$ cat src/rtl/router_fifo_pkt.sv
// Per-channel router output FIFO: stores {hdr, data}, registered read port,
// tracks the remaining length of the packet being read, sticky error flags.
module router_fifo_pkt #(
  parameter int DATA_W    = 8,
  parameter int DEPTH     = 16,
  parameter int LEN_LSB   = 2,
  parameter int LEN_W     = 6,
  parameter int AF_THRESH = DEPTH - 2,
  parameter int AE_THRESH = 2
) (
  input  logic                       clock,
  input  logic                       reset,
  input  logic                       soft_reset,
  input  logic                       write_enb,
  input  logic                       lfd_state,
  input  logic [DATA_W-1:0]          data_in,
  input  logic                       read_enb,
  output logic [DATA_W-1:0]          data_out,
  output logic                       empty,
  output logic                       full,
  output logic                       almost_full,
  output logic                       almost_empty,
  output logic [$clog2(DEPTH):0]     fill_level,
  output logic [LEN_W:0]             pkt_remaining,
  output logic                       last_byte,
  output logic                       overflow,
  output logic                       underflow
);
  localparam int AW = $clog2(DEPTH);
  localparam logic [AW:0]    PTR_ONE = 1;
  localparam logic [AW:0]    DEPTH_L = DEPTH[AW:0];
  localparam logic [AW:0]    AF_L    = AF_THRESH[AW:0];
  localparam logic [AW:0]    AE_L    = AE_THRESH[AW:0];
  localparam logic [LEN_W:0] REM_ONE = 1;

  logic [DATA_W:0]   r_mem [DEPTH];
  logic [AW:0]       r_wr_ptr, r_rd_ptr;
  logic [DATA_W-1:0] r_data_out;
  logic [LEN_W:0]    r_rem;
  logic              r_last, r_ovf, r_unf;

  logic [AW:0]       w_fill;
  logic              w_empty, w_full, w_rd_ok, w_wr_ok, w_hdr;
  logic [DATA_W:0]   w_rd_ent;
  logic [LEN_W:0]    w_len;

  always_comb begin
    w_fill   = r_wr_ptr - r_rd_ptr;
    w_empty  = (w_fill == '0);
    w_full   = (w_fill == DEPTH_L);
    w_rd_ok  = read_enb & ~w_empty;
    // A full FIFO still accepts a write when a read frees a slot this cycle.
    w_wr_ok  = write_enb & (~w_full | w_rd_ok);
    w_rd_ent = r_mem[r_rd_ptr[AW-1:0]];
    w_hdr    = w_rd_ent[DATA_W];
    w_len    = {1'b0, w_rd_ent[LEN_LSB +: LEN_W]} + REM_ONE;
  end

  always_ff @(posedge clock) begin
    if (w_wr_ok & ~soft_reset)
      r_mem[r_wr_ptr[AW-1:0]] <= {lfd_state, data_in};
  end

  always_ff @(posedge clock or posedge reset) begin
    if (reset) begin
      r_wr_ptr   <= '0;
      r_rd_ptr   <= '0;
      r_data_out <= '0;
      r_rem      <= '0;
      r_last     <= 1'b0;
      r_ovf      <= 1'b0;
      r_unf      <= 1'b0;
    end else if (soft_reset) begin
      r_wr_ptr   <= '0;
      r_rd_ptr   <= '0;
      r_data_out <= '0;
      r_rem      <= '0;
      r_last     <= 1'b0;
      r_ovf      <= 1'b0;
      r_unf      <= 1'b0;
    end else begin
      if (w_wr_ok) r_wr_ptr <= r_wr_ptr + PTR_ONE;
      if (w_rd_ok) begin
        r_rd_ptr   <= r_rd_ptr + PTR_ONE;
        r_data_out <= w_rd_ent[DATA_W-1:0];
        // A header reloads even mid-packet; orphan bytes leave the count at 0.
        if (w_hdr)              r_rem <= w_len;
        else if (r_rem != '0)   r_rem <= r_rem - REM_ONE;
      end
      r_last <= w_rd_ok & ~w_hdr & (r_rem == REM_ONE);
      if (write_enb & ~w_wr_ok) r_ovf <= 1'b1;
      if (read_enb & w_empty)   r_unf <= 1'b1;
    end
  end

  assign data_out      = r_data_out;
  assign empty         = w_empty;
  assign full          = w_full;
  assign almost_full   = (w_fill >= AF_L);
  assign almost_empty  = (w_fill <= AE_L);
  assign fill_level    = w_fill;
  assign pkt_remaining = r_rem;
  assign last_byte     = r_last;
  assign overflow      = r_ovf;
  assign underflow     = r_unf;
endmodule

$ cat config.mk
export PLATFORM = sky130hd
export DESIGN_NAME = router_fifo_pkt
export DESIGN_NICKNAME = d
export VERILOG_FILES = /design/src/rtl/router_fifo_pkt.sv
export SDC_FILE = /design/constraint.sdc
export NUM_CORES = 1
export LEC_CHECK = 0
export BUFFER_PORTS_ARGS = -buffer_cell sky130_fd_sc_hd__buf_2
export CAP_MARGIN = 20
export CORE_UTILIZATION = 35
export CTS_BUF_LIST = sky130_fd_sc_hd__clkbuf_4
export DETAILED_ROUTE_END_ITERATION = 8
export HOLD_SLACK_MARGIN = 0.03
export PLACE_DENSITY_LB_ADDON = 0.08
export SETUP_SLACK_MARGIN = 0.4
export SYNTH_ARGS = -nofsm -noshare
export SYNTH_HDL_FRONTEND = slang
export SYNTH_SLANG_ARGS = --single-unit
$ cat constraint.sdc
create_clock -name clock -period 4.02 [get_ports clock]
set_input_delay 0.201 -clock clock [delete_from_list [all_inputs] [get_ports clock]]
set_output_delay 0.201 -clock clock [all_outputs]
set_load 0.005 [all_outputs]
==> results.toml <==
[sta]
tightest_slew_ns = 0.623
max-slew-margin-rel = 0.582
holdWs_ns = 0.103
final.setup.tns_ns = 0
finalHoldViolCount = 0
fin_crit_ns = 3.27
period_share = 0.813
skew_ns = 0.0230
setup_viol = 0
rsz0062_at_grt = "false"
max_freq_mhz = 306
slew_violations = 0

[place]
gp_congestion = 0.770
hpwl_um = 12000
place_area_sq_um = 7980
io_buffers = 40

[yosys]
ys_seq_area_frac = 0.683
synth_edf_count = 144
synth_top_family_by_area = "multiplexers"
postSynthAreaPerCell_sq_um = 16.4
synthMuxAreaShare = 0.136
synth_top_cell_by_area = "edfxtp_1"
syn-num-nets = 475
synth_top_area_share = 0.588
synth-xor-area-share = 0.0107
yosysWarnings = 0
synth_area_sq_um = 7360
synthSimpleGateAreaFrac = 0.0646
syn_inst = 448
ys.flop_type = "edfxtp_1"
synth_compound_area_frac = 0.0600
netlist_top_cells_area = "edfxtp_1 59%, mux4_2 12%, dfrtp_1 9.5%"
synth.most_common_cell = "edfxtp_1"
synth-async-reset-ratio = 0.163
ys_ff_latch = 172
synth_common_cells = "144 x edfxtp_1, 38 x mux4_2, 30 x nor2_1"
ys_types = 59
synthAdderAreaFrac = 0.0231

[layout]
final_area_sq_um = 8430
finalNetCount = 554
area_growth_pct = 14.6
drive_gt1_frac = 0.264

[worst_setup_path]
endpoint = "almost_empty"
crit_chain = "inv_1 -> ha_1 -> fa_1 -> nand2b_1 -> a21oi_1 -> xor2_2 -> inv_2 -> a2111oi_0 -> buf_2"
cpPeakStageDelay_ns = 0.42
end_kind = "output pin"
ff2ff_setup_slack_ns = 0.85
crit_start = "r_wr_ptr[0]"
reg2reg_from = "r_wr_ptr[0]"
r2r-end = "r_mem[0][4]"
arrival_ns = 3.07
path_max_fanout = 9
crit_required_ns = 3.82
crit_path_start_kind = "register"
critPathKind = "reg -> out"
reg2reg_depth = 11
critical-path-slowest-cell = "dfrtp_1"

[cts]
path_clk_slew_ns = 0.14
ctsLongestPathBuffers = 2
numCtsBuffers = 17
worst_skew_pair.late_latency_ns = 0.57
htreeDepth = 4
cts_tree = "built"
ctsRootBufferMaster = "clkbuf_4"
clkSinkCount = 172

[detailed_routing]
drtPass1Iterations = 4
wl_um = 17500
drt.antenna.violating_nets = 0
routed_via_density = 5.19
drc_errors = 0
drtIter0Drc = 281
routedWlPerCell_um = 21.6
via_count = 4205

[global_route]
grt_util_all_layers = 0.174
grt_pass1_vias = 4201
antenna_found_initial = 1
grt_overflow_total = 0
grt_pass1_wl_um = 26900
grt_max_degree = 38

[floorplan]
die_h_um = 147
dieArea_sq_um = 21600
start_util = 0.360
core_area_sq_um = 20400
num_rows = 52
die_w_um = 147
io_pins = 41

[run]
cap_violations = 0

[run_status]
status = "finished clean"

[pwr]
irDropWorstVdd_v = 0.000212
leakagePower_nw = 2.94
total_power_mw = 4.68
power.density_nw_per_um2 = 554

[hold_path]
min_path_type = "in -> reg"
==> critical path, delay by kind of cell (launching register included) <==
family                     cells  cell delay [ns]
AOI/OAI and AO/OA              2             0.61
xor gates and xnor gates       1             0.26
adders and majority gates      2             0.64
buffers and inverters          3             0.42
DFF                            1             0.42
and+or+nand+nor                1             0.16
==> worst min-delay path by stage <==
stage / endpoint / cells after the start / slack, ns / start
global route: r_wr_ptr[1] / 3 / 0.09 / reset
detailed placement: r_wr_ptr[2] / 2 / 0.17 / reset
global placement: r_wr_ptr[4] / 2 / 0.17 / reset
CTS: r_mem[11][5] / 1 / 0.03 / data_in[5]
finish: overflow / 2 / 0.10 / soft_reset
floorplan: data_out[0] / 1 / 0.27 / reset
==> routing by layer <==
| metal | wire length [um] | vias up | GRT usage |
|---|---|---|---|
| met2 | 8490 | 80 | 0.282 |
| met1 | 8270 | 2186 | 0.242 |
| li1 | - | 1928 | - |
| met3 | 606 | 11 | 0.0351 |
| met5 | 0 | - | 0 |
| met4 | 144 | 0 | 0.0387 |
==> through the flow <==
| step | cells | setup WS [ns] | util |
|---|---|---|---|
| 3_3_place_gp | 764 | 0.900 | 0.391 |
| 6_report | 810 | 0.753 | 0.413 |
| 3_5_place_dp | 764 | 0.806 | 0.391 |
| 5_1_grt | 810 | 0.419 | 0.413 |
| 2_1_floorplan | 448 | 0.654 | - |
| 4_1_cts | 805 | 0.409 | 0.411 |
==> cell type report <==
cell class | count | area, sq um
Clock buffer | 18 | 135
Clock inverter | 12 | 165
Sequential cell | 172 | 5030
Tap cell | 270 | 338
Antenna cell | 2 | 5.00
Fill cell | 1901 | 12000
Inverter | 18 | 67.6
Timing Repair Buffer | 79 | 523
Multi-Input combinational cell | 239 | 2170
==> power by group <==
group | leakage (nW) | switching [mW] | internal (mW)
Combinational | 1.11 | 0.869 | 0.675
Clock | 0.150 | 0.610 | 0.440
Sequential | 1.68 | 0.0624 | 2.02
Total | 2.94 | 1.54 | 3.13
==> cells by family after synthesis <==
kind of cell | after synthesis
xor+xnor | 9
buf+inv | 37
mux | 52
fa+ha+maj | 13
flops | 172
compound gates | 64
simple gates | 101
==> cells in the final DEF (no fill, tap or decap), types with 5 or more instances in the layout <==
master,n
edfxtp_1,144
buf_2,40
mux4_2,38
nor2_1,30
nand2_1,28
dfrtp_1,27
buf_4,27
a21oi_1,18
clkbuf_4,18
inv_1,16
mux2i_1,12
ha_1,12
dlygate4sd3_1,12
nor3_1,9
o21ai_0,8
a22oi_1,8
nand3_1,7
xnor2_1,5
nor2b_1,5
==> state kept, by name (all words and copies together) (netlist names) <==
register / flops
r_rd_ptr: 5
underflow: 1
last_byte: 1
pkt_remaining: 7
data_out: 8
r_wr_ptr: 5
overflow: 1
r_mem: 144
==> timing repair <==
action / 4_1_cts / 5_1_grt
setup buffers: 0 / 2
endpoints found under the setup margin: 0 / 2
hold endpoints to repair: 121 / 8
gates resized for setup: 0 / 1
hold buffers: 11 / 1
Note: power is estimated with default switching activity, not from simulation.
